File: config.mk
export PLATFORM = sky130hd
export DESIGN_NAME = fetch_decode_queue_flat
export DESIGN_NICKNAME = d
export VERILOG_FILES = /design/src/rtl/fetch_decode_queue_pkg.sv /design/src/rtl/fetch_decode_queue_if.sv /design/src/rtl/fetch_decode_queue.sv /design/src/flat_wrapper.sv
export SDC_FILE = /design/constraint.sdc
export NUM_CORES = 1
export LEC_CHECK = 0
export CORE_MARGIN = 1.5
export CORE_UTILIZATION = 51
export CTS_BUF_LIST = sky130_fd_sc_hd__clkbuf_8
export DETAILED_ROUTE_END_ITERATION = 16
export GPL_TIMING_DRIVEN = 1
export PLACE_DENSITY = 0.83
export SLEW_MARGIN = 20
export SYNTH_ARGS = -nofsm -noshare
export SYNTH_HDL_FRONTEND = slang
export SYNTH_SLANG_ARGS = --single-unit
File: constraint.sdc
create_clock -name clk -period 6.52 [get_ports clk]
set_input_delay 1.304 -clock clk [delete_from_list [all_inputs] [get_ports clk]]
set_output_delay 1.304 -clock clk [all_outputs]
set_load 0.1 [all_outputs]
File: src/rtl/fetch_decode_queue_pkg.sv
// Shared types and constants for the fetch/decode instruction queue.
package ifq_pkg;

  localparam int unsigned IFQ_XLEN  = 32;
  localparam logic [31:0] NOP_INSTR = 32'h0000_0013;

  typedef struct packed {
    logic [IFQ_XLEN-1:0] pc;
    logic [IFQ_XLEN-1:0] pcplus4;
    logic [31:0]         instr;
  } ifq_entry_t;

endpackage

File: src/rtl/fetch_decode_queue_if.sv
// Fetch-side and decode-side handshake bundle for fetch_decode_queue.
interface fetch_decode_queue_if #(
  parameter int unsigned XLEN  = 32,
  parameter int unsigned DEPTH = 2
);
  localparam int unsigned CW = $clog2(DEPTH + 1);

  logic            enq_valid_i;
  logic            enq_ready_o;
  logic [XLEN-1:0] pc_i;
  logic [XLEN-1:0] pcplus4_i;
  logic [31:0]     instr_i;
  logic            flush_i;
  logic            deq_valid_o;
  logic            deq_ready_i;
  logic [XLEN-1:0] pc_o;
  logic [XLEN-1:0] pcplus4_o;
  logic [31:0]     instr_o;
  logic [CW-1:0]   count_o;

  modport slave (
    input  enq_valid_i, pc_i, pcplus4_i, instr_i, flush_i, deq_ready_i,
    output enq_ready_o, deq_valid_o, pc_o, pcplus4_o, instr_o, count_o
  );

  modport master (
    output enq_valid_i, pc_i, pcplus4_i, instr_i, flush_i, deq_ready_i,
    input  enq_ready_o, deq_valid_o, pc_o, pcplus4_o, instr_o, count_o
  );
endinterface

File: src/rtl/fetch_decode_queue.sv
// Circular IF/ID decoupling queue with flush on redirect.
// Define IFQ_BYPASS_EN for a zero-latency empty-queue bypass. XLEN must equal ifq_pkg::IFQ_XLEN.
module fetch_decode_queue
  import ifq_pkg::*;
#(
  parameter int unsigned XLEN  = IFQ_XLEN,
  parameter int unsigned DEPTH = 2
) (
  input logic                 clk,
  input logic                 rst_n,
  fetch_decode_queue_if.slave q
);
  localparam int unsigned PW = (DEPTH > 1) ? $clog2(DEPTH) : 1;
  localparam int unsigned CW = $clog2(DEPTH + 1);

  typedef logic [PW-1:0] ptr_t;
  typedef logic [CW-1:0] cnt_t;

  ifq_entry_t mem_q [DEPTH];
  ptr_t       wr_ptr_q, wr_ptr_d;
  ptr_t       rd_ptr_q, rd_ptr_d;
  cnt_t       count_q,  count_d;

  logic            head_valid;
  logic            byp;
  logic            byp_take;
  logic            enq_ready;
  logic            wr;
  logic            rd;
  ifq_entry_t      head;
  logic [XLEN-1:0] out_pc;
  logic [XLEN-1:0] out_pcplus4;
  logic [31:0]     out_instr;

  assign head = mem_q[rd_ptr_q];

  always_comb begin
    head_valid = (count_q != '0) & ~q.flush_i;
    byp        = 1'b0;
`ifdef IFQ_BYPASS_EN
    byp        = (count_q == '0) & q.enq_valid_i & ~q.flush_i;
`endif
    out_pc      = '0;
    out_pcplus4 = '0;
    out_instr   = NOP_INSTR;
    if (head_valid) begin
      out_pc      = head.pc;
      out_pcplus4 = head.pcplus4;
      out_instr   = head.instr;
    end else if (byp) begin
      out_pc      = q.pc_i;
      out_pcplus4 = q.pcplus4_i;
      out_instr   = q.instr_i;
    end
  end

  // A bypassed word taken by decode in the same cycle never touches storage.
  always_comb begin
    enq_ready = (count_q < cnt_t'(DEPTH));
    byp_take  = byp & q.deq_ready_i;
    wr        = q.enq_valid_i & enq_ready & ~byp_take & ~q.flush_i;
    rd        = head_valid & q.deq_ready_i;
    wr_ptr_d  = wr_ptr_q;
    rd_ptr_d  = rd_ptr_q;
    count_d   = count_q;
    if (q.flush_i) begin
      wr_ptr_d = '0;
      rd_ptr_d = '0;
      count_d  = '0;
    end else begin
      if (wr) wr_ptr_d = wr_ptr_q + ptr_t'(1);
      if (rd) rd_ptr_d = rd_ptr_q + ptr_t'(1);
      count_d = count_q + cnt_t'(wr) - cnt_t'(rd);
    end
  end

  always_ff @(posedge clk or negedge rst_n) begin
    if (!rst_n) begin
      wr_ptr_q <= '0;
      rd_ptr_q <= '0;
      count_q  <= '0;
    end else begin
      wr_ptr_q <= wr_ptr_d;
      rd_ptr_q <= rd_ptr_d;
      count_q  <= count_d;
    end
  end

  always_ff @(posedge clk) begin
    if (wr) mem_q[wr_ptr_q] <= '{pc: q.pc_i, pcplus4: q.pcplus4_i, instr: q.instr_i};
  end

  assign q.enq_ready_o = enq_ready;
  assign q.deq_valid_o = head_valid | byp;
  assign q.pc_o        = out_pc;
  assign q.pcplus4_o   = out_pcplus4;
  assign q.instr_o     = out_instr;
  assign q.count_o     = count_q;

endmodule

File: src/flat_wrapper.sv
// flat-port wrapper written by rule: the top's interface ports become plain ports
module fetch_decode_queue_flat import ifq_pkg::*;
#(
  parameter int unsigned XLEN  = IFQ_XLEN,
  parameter int unsigned DEPTH = 2
)
  (clk, rst_n, q_enq_valid_i, q_pc_i, q_pcplus4_i, q_instr_i, q_flush_i, q_deq_ready_i, q_enq_ready_o, q_deq_valid_o, q_pc_o, q_pcplus4_o, q_instr_o, q_count_o);
  fetch_decode_queue_if #(.XLEN(XLEN), .DEPTH(DEPTH)) q_i ();
  input logic clk;
  input logic rst_n;
  input wire logic [$bits(q_i.enq_valid_i)-1:0] q_enq_valid_i;
  input wire logic [$bits(q_i.pc_i)-1:0] q_pc_i;
  input wire logic [$bits(q_i.pcplus4_i)-1:0] q_pcplus4_i;
  input wire logic [$bits(q_i.instr_i)-1:0] q_instr_i;
  input wire logic [$bits(q_i.flush_i)-1:0] q_flush_i;
  input wire logic [$bits(q_i.deq_ready_i)-1:0] q_deq_ready_i;
  output wire logic [$bits(q_i.enq_ready_o)-1:0] q_enq_ready_o;
  output wire logic [$bits(q_i.deq_valid_o)-1:0] q_deq_valid_o;
  output wire logic [$bits(q_i.pc_o)-1:0] q_pc_o;
  output wire logic [$bits(q_i.pcplus4_o)-1:0] q_pcplus4_o;
  output wire logic [$bits(q_i.instr_o)-1:0] q_instr_o;
  output wire logic [$bits(q_i.count_o)-1:0] q_count_o;
  assign q_i.enq_valid_i = q_enq_valid_i;
  assign q_i.pc_i = q_pc_i;
  assign q_i.pcplus4_i = q_pcplus4_i;
  assign q_i.instr_i = q_instr_i;
  assign q_i.flush_i = q_flush_i;
  assign q_i.deq_ready_i = q_deq_ready_i;
  assign q_enq_ready_o = q_i.enq_ready_o;
  assign q_deq_valid_o = q_i.deq_valid_o;
  assign q_pc_o = q_i.pc_o;
  assign q_pcplus4_o = q_i.pcplus4_o;
  assign q_instr_o = q_i.instr_o;
  assign q_count_o = q_i.count_o;
  fetch_decode_queue #(.XLEN(XLEN), .DEPTH(DEPTH)) u_core (.clk(clk), .rst_n(rst_n), .q(q_i));
endmodule
; ---- Word-level counts from Yosys, hierarchy flattened
; Memories as Yosys holds them, arrays and structs flattened.
; Cells that the tools add are included.
[classes]
n_addsub = 4
magnitude_cmp = 1
n_mux = 10
bitwise = 5
n_reduce_logical = 3
[ops]
columns = cell, count
row1 = 32-bit 2-to-1 mux, 3
row2 = 1-bit 2-to-1 mux, 6
row3 = 2-bit nonzero test, 3
row4 = 1-bit AND, 4
row5 = 1-bit adder (second input constant), 2
row6 = 2-bit by 1-bit adder with 2-bit output, 1
row7 = 2-bit < comparator (second input constant), 1
row8 = 2-bit 2-to-1 mux, 1
row9 = 2-bit by 1-bit subtractor with 2-bit output, 1
row10 = 1-bit inverter, 1
[totals]
reg_bits = 4
ram_bits = 192
input_bits = 101
output_inout_bits = 100
word_cells = 27
n_memories = 1
[mem_list]
columns = memory, words, word_bits, read_ports, rd_ports_with_merged_regs, write_ports, line
row1 = u_core.mem_q, 2, 96, 1, 0, 1, fetch_decode_queue.sv:19  ; ifq_entry_t mem_q [DEPTH];

; ---- Depth between registers and ports, before layout
; Gate-level depths: netlist (run 1).
[logic_depth]
word_depth = 6
depth_mapped = 9
ltp_nobuf = 9

; ---- Worst setup path after synthesis (run 1)
; No wires, ideal clock.
[synth_path]
path_type = in2reg
from = input port q_enq_valid_i
to = memory u_core.mem_q[0][0] in the netlist's numbering, enable pin
setup_time_ns = 0.563
arrival_ns = 5.905
required_time_ns = 5.957
slack_ns = 0.052
path_stages = 3
n_path_buf = 0
cell_sequence = nor2b_1 -> and2b_1 -> nor2b_1
[synth_between]
elab_chain_cells = 4
[synth_lines]
columns = element, line
row1 = "start, declared", flat_wrapper.sv:11  ; input wire logic [$bits(q_i.enq_valid_i)-1:0] q_enq_valid_i;
row2 = 1-bit AND (2 in a row), fetch_decode_queue.sv:61  ; wr = q.enq_valid_i & enq_ready & ~byp_take & ~q.flush_i;
row3 = 1-bit 2-to-1 mux, fetch_decode_queue.sv:90  ; if (wr) mem_q[wr_ptr_q] <= '{pc: q.pc_i, pcplus4: q.pcplus4_i, instr: q.instr_i};
row4 = 1-bit 2-to-1 mux (not written as such), fetch_decode_queue.sv:90
row5 = "end, declared", fetch_decode_queue.sv:19
; No other way between the ends.

; ---- Worst setup path after layout (run 1)
[layout_path]
from = input port q_flush_i
to = output port q_pcplus4_o[21]
[layout_between]
elab_chain_cells = 3
[layout_lines]
columns = element, line
row1 = "start, declared", flat_wrapper.sv:15  ; input wire logic [$bits(q_i.flush_i)-1:0] q_flush_i;
row2 = 1-bit inverter, fetch_decode_queue.sv:38  ; head_valid = (count_q != '0) & ~q.flush_i;
row3 = 1-bit AND, fetch_decode_queue.sv:38
row4 = 32-bit 2-to-1 mux, fetch_decode_queue.sv:46  ; if (head_valid) begin
row5 = "end, declared", flat_wrapper.sv:20  ; output wire logic [$bits(q_i.pcplus4_o)-1:0] q_pcplus4_o;
; No other way between the ends.

==> results.md, run 1 <==
- Worst path slowest cell: clkdlybuf4s50_1
- Final worst setup slack: between 1 and 1.5 ns
- Commonest non-fill, non-tap cell in the layout: edfxtp_1
- Netlist Area Pre-Place: 7900 um2
- Area share of fa/ha/maj cells after synthesis: less than 1%
- Max-cap violations: 0
- Largest family of logic cells by synthesized area: multiplexers
- Mapped Cells: 430
- Share of post-route cells with drive strength above 1: 14.8%
- CP Class: in -> out
- Startpoint Class: primary input
- DR WL/cell: 17.3 um
- Mux cell area share after synthesis: between 10 and 15%
- Initial Utilization: 52.2%
- IO Port Bufs: 200
- Delay-heaviest family, CP: buffers and inverters
- Post-Synth XOR/XNOR Area: less than 1%
- Worst Path Required: 5.22 ns
- Simple-Gate Fraction of Synth Area: between 8 and 9%
- Total Power: roughly 3.6 mW
- Worst Path Max Fanout: 53
- Data arrival, critical path: between 3 and 4 ns
- Pins Over Slew Limit: 0
- Post-Syn Nets: 533
- Final Non-Filler Cells: 835
- Max stage delay on crit path: 1.17 ns
- Final setup fails: 0
- # hold bufs at CTS: 0
- Area delta synth->final: 30.2%
- CTS root buf: clkbuf_8
- CTS resizes: 0
- Gpl congestion: 0.726
- DP Area: 9910 um2
- Placed insts: 803
- Final hold viol count: 0
- Antenna cells: 0
- Post-synthesis cell type count: 21
- Total gr overflow: 0
- Post-route ant nets: 0
- Largest net degree at the start of global routing: 59
- Initial antenna violation count: 0
- Most frequent cells in the layout: edfxtp_1, clkdlybuf4s50_1, mux2i_1
- Period utilisation layout: roughly 81%
- Row count: 45
- Clk_skew: 0.00642 ns
- Largest cells by area after synthesis: edfxtp_1, mux2i_1, nor2_4, nor2_1, buf_12
- Vias: 4,221
- Vias per cell: around 5
- First-pass GRT wire length: 22,200 um
- Setup slack at placement: 1.29 ns
- Die Y: 127 um
- Status: finished, final reports clean
- Setup TNS: 0 ns
- Top cell type's share of synthesized area: 73.0%
- RSZ-0062 raised after global routing: false
- CP Cell Sequence: clkdlybuf4s50_1 > o21bai_4 > buf_12 > nor2_1 > clkdlybuf4s50_1
- CP bufs+invs: 3
- H-Tree Depth: 4
- Residual DRC count: 0
- Core area: between 15,000 and 20,000 um2
- Synthesized area per cell: around 18 um2
- Top cell type by total area after synthesis: edfxtp_1
- Syn. warnings: 0
- # IOs: 201
- Worst-skew pair later-pin latency: 0.44 ns
- Final Util: roughly two thirds
- Detail Placement HPWL: 9710 um
- Gr usage total: 18.2%
- Routed wire length: roughly 14,000 um
- Most frequent CP cell: clkdlybuf4s50_1
- Worst-margin pin slew: around 1.0 ns
- Finished Cell Area: roughly 10,000 um2
- PwrDens: roughly 350 nW/um2
- Number of global-route vias before repair: roughly 4,500
- Clock Pin Slew Worst Setup and Hold Paths: around 0.080 ns
- Setup Fix Bufs, Post-CTS: 0
- Initial drt markers: 236
- Drt first pass iters: 5
- Post-synthesis compound-gate area fraction: less than 1%
- Nets@finish: approximately 740
- Lkg Pwr: about 3.3 nW
- Worst vdd ir: 211 uV
- TritonCTS Buffers: 17
- FMAX: 190 MHz
- Register area share after synthesis: 74.2%
- Fillers: 998
- Final hold slack: 0.651 ns
- Die Area: 16,200 um2
- Number of synthesized register bits: 196
- Chip width: 127 um
- Final period demand of the worst path: 5.26 ns
- Max_slew headroom: between 30% and 40%
- Hold crit path type: reg -> reg
- Critical Path End Type: output pin
- CTS Sinks: 196
- CTS max path bufs: 2
- CTS tree: yes
[registers in the layout, indices dropped and copies added (netlist names)]
register and flops:
u_core.q.count_o 2, u_core.rd_ptr_q 1, u_core.wr_ptr_q 1, u_core.mem_q 192
[report_power, final]
part	leakage (nW)	internal, mW	switching, mW
Combinational	1.29	0.349	0.941
Sequential	1.81	1.48	0.0640
Clock	0.194	0.337	0.398
[tightest hold or removal path: cells and delay by family (launching register included)]
kind / cells / cell delay (ns)
and+or+nand+nor: 1 / 0.04
xor gates and xnor gates: 1 / 0.14
DFF: 1 / 0.44
[synthesized netlist by cell type, drive strengths merged]
cell type / n
edfxtp: 192
mux2i: 96
nor2: 96
buf: 20
dfrtp: 4
inv: 4
nand2: 3
nor2b: 3
xnor2: 3
and2: 2
ha: 2
and2b: 1
clkbuf: 1
o21ai: 1
o21bai: 1
xor2: 1
[worst paths after layout]
check	cells after the start	slack, ns	startpoint	endpoint
setup / recovery	5	1.26	q_flush_i	q_pcplus4_o[21]
hold / removal	2	0.65	u_core.wr_ptr_q$_DFFE_PN0P_	u_core.wr_ptr_q$_DFFE_PN0P_
setup reg to reg	9	3.97	u_core.q.count_o[1]$_DFF_PN0_	u_core.q.count_o[1]$_DFF_PN0_
hold reg to reg	2	0.65	u_core.wr_ptr_q$_DFFE_PN0P_	u_core.wr_ptr_q$_DFFE_PN0P_
max in group asynchronous	1	5.28	rst_n	u_core.rd_ptr_q$_DFFE_PN0P_
min in group asynchronous	1	1.06	rst_n	u_core.q.count_o[1]$_DFF_PN0_
[per-layer routing]
metal	wire, um	GRT usage, %	vias up
met5	0	0	-
met4	261	6.89	0
met3	887	5.44	23
met2	7420	32.0	148
met1	5900	21.0	2054
li1	-	-	1996
[kinds of logic (layout without fill, tap and decap cells)]
group | count (synthesis) | after routing
buffers and inverters | 25 | 242
adders and majority gates | 2 | 2
muxes | 96 | 96
and+or+nand+nor | 105 | 105
AOI/OAI and AO/OA | 2 | 2
DFF | 196 | 196
xor gates and xnor gates | 4 | 4
[area by class of cell]
cell class                 count  area (um2)  area share (%)
sequential                   196        5870            57.1
timing repair buffer         206        2030            19.7
multi-input combinational    209        1770            17.2
tap                          188         235            2.29
clock buffer                  17         234            2.27
clock inverter                15         139            1.35
inverter                       4        15.0           0.146
(Power assumes the default switching activity.)
==> run 2: changes to the inputs <==
- CORE_UTILIZATION: 51 -> 46
- PLACE_DENSITY: 0.83 -> 0.79
- clock period: 6.52 -> 4.3 ns (I/O delays scaled with it)
==> run 2 against run 1 <==
  * Sequential share of layout area fell by 0.60 points
  * Die area is 11% higher
  * Via count decreased by 0.40%
  * Global-route usage down 1.3 points
  * Clock-buffer cell count stayed put
  * Largest cell class unchanged
  * Sequential power increased by 50%
  * Combinational power rose by 57%
  * Power grew 55%
  * Clock skew grew 0.0047 ns
  * Critical endpoint is now q_pc_o[23]
  * Non-clock buffer count is 2 higher
==> results.md, run 2 (same netlist as run 1, synthesis figures left out) <==
- Status: finished, final reports clean
- Period utilisation layout: between 80% and 90%
- Lkg Pwr: 3.53 nW
- CP bufs+invs: 3
- Fillers: roughly 1,200
- Total Power: 5.53 mW
- # hold bufs at CTS: 0
- Most frequent cells in the layout: edfxtp_1, clkdlybuf4s50_1, mux2i_1
- Worst Path Max Fanout: 27
- Worst-skew pair later-pin latency: between 0.4 and 0.5 ns
- Area delta synth->final: 31.6%
- Delay-heaviest family, CP: buffers and inverters
- Register share of total power: 42.2%
- Gpl congestion: ~0.74
- TritonCTS Buffers: 17
- Die Y: 134 um
- CTS max path bufs: 2
- RSZ-0062 raised after global routing: false
- Power share of the combinational group: 36.5%
- DR WL/cell: between 15 and 20 um
- Number of global-route vias before repair: 4,454
- Max_slew headroom: a little over a third
- CTS root buf: clkbuf_8
- CTS Sinks: 196
- Worst-margin pin slew: 0.972 ns
- Share of post-route cells with drive strength above 1: 27.3%
- CP Class: in -> out
- CTS resizes: 0
- First-pass GRT wire length: 22,900 um
- Largest net degree at the start of global routing: 58
- Startpoint Class: primary input
- Largest reg by FF count: u_core.mem_q
- Die Area: 18,000 um2
- Critical Path End Type: output pin
- Residual DRC count: 0
- Setup TNS: 0 ns
- Routed wire length: 14,800 um
- IO Port Bufs: 200
- Switching Share: 38.9%
- Setup Fix Bufs, Post-CTS: 0
- Max stage delay on crit path: 0.51 ns
- Final setup fails: 0
- Final hold viol count: 0
- Commonest non-fill, non-tap cell in the layout: edfxtp_1
- Hold crit path type: in -> async
- Detail Placement HPWL: 9960 um
- Worst path slowest cell: clkdlybuf4s50_1
- Max-cap violations: 0
- Worst vdd ir: 266 uV
- Data arrival, critical path: about 2.7 ns
- Pins Over Slew Limit: 0
- Drt first pass iters: 4
- CP Cell Sequence: clkdlybuf4s50_1 > o21bai_4 > buf_12 > nor2_1 > buf_4
- Final hold slack: 0.616 ns
- Psw: 2.15 mW
- # IOs: 201
- Initial drt markers: roughly 220
- Final period demand of the worst path: 3.51 ns
- Nets@finish: 739
- Vias per cell: approximately 4.8
- Worst Path Required: 3.44 ns
- Clk_skew: 0.0112 ns
- Clk pwr share: 21.3%
- Gr usage total: around 17%
- P_int: ~3.4 mW
- Antenna cells: 0
- Post-route ant nets: 0
- Initial antenna violation count: 0
- Total gr overflow: 0
- FMAX: 285 MHz
- PwrDens: 532 nW/um2
- Initial Utilization: between 40% and 50%
- H-Tree Depth: 4
- Max FFs per register: 192
- Row count: 47
- CTS tree: yes
- Vias: 4,204
- Core area: 16,700 um2
- Clock Pin Slew Worst Setup and Hold Paths: 0.09 ns
- Chip width: approximately 130 um
[run 2: changes by cell type in the layout (fill, tap and decap cells not counted), sizes merged]
cell / change
clkinv: -7
buf: +81
clkdlybuf4s50: -79
inv: +5
bufinv: +1
clkinvlp: +1
[run 2: metal layers]
layer | GRT usage, % | part of all wire (%) | vias up
met2 | 28.9 | 51 | 138
li1 | - | - | 2003
met3 | 4.95 | 7.0 | 18
met1 | 20.3 | 40 | 2045
met5 | 0 | 0 | -
met4 | 6.57 | 1.9 | 0
[run 2: final cells by class]
cell class / instances / area [um2] / area share, %
clock buffer: 17 / 234 / 2.25
timing repair buffer: 208 / 2070 / 19.9
multi-input combinational: 209 / 1770 / 17.0
clock inverter: 15 / 166 / 1.60
inverter: 4 / 15.0 / 0.144
sequential: 196 / 5870 / 56.5
tap: 220 / 275 / 2.65
[run 2: power by group through the flow]
stage	logic [mW]	clock network, mW	registers, mW
CTS	2.04	1.22	2.33
finish	2.02	1.18	2.33
global route	2.10	1.28	2.35
floorplan	1.61	0	2.37
detailed placement	2.03	0	2.38
global placement	2.01	0	2.37
[run 2: worst paths after layout]
kind	from	cells after the start	endpoint	slack [ns]
worst min register to register	u_core.wr_ptr_q$_DFFE_PN0P_	2	u_core.wr_ptr_q$_DFFE_PN0P_	0.66
worst max-delay path	q_flush_i	5	q_pc_o[23]	0.79
max in group asynchronous	rst_n	1	u_core.rd_ptr_q$_DFFE_PN0P_	3.49
min in group clk	u_core.wr_ptr_q$_DFFE_PN0P_	2	u_core.wr_ptr_q$_DFFE_PN0P_	0.66
worst max register to register	u_core.q.count_o[1]$_DFF_PN0_	9	u_core.q.count_o[1]$_DFF_PN0_	1.55
worst min-delay path	rst_n	1	u_core.q.count_o[0]$_DFF_PN0_	0.62
[run 2: worst register-to-register path, delay by kind of cell (launching register included)]
kind | cells | cell delay, ns
AO/OA/AOI/OAI | 1 | 0.77
XOR/XNOR | 2 | 0.33
adder cells (fa/ha/maj) | 2 | 0.47
buffers and inverters | 2 | 0.30
flip-flops | 1 | 0.47
AND/OR/NAND/NOR | 2 | 0.31
[run 2: stage by stage]
stage                     std cells  instance area [um2]  setup WS (ns)  utilization (%)
after floorplan                 430                 7900         0.0867                -
after detailed placement        837                 9990          0.802             59.8
after global routing            869                10400          0.712             62.2
final                           869                10400          0.788             62.2
after global placement          837                 9990          0.875             59.8
after CTS                       869                10400          0.798             62.2
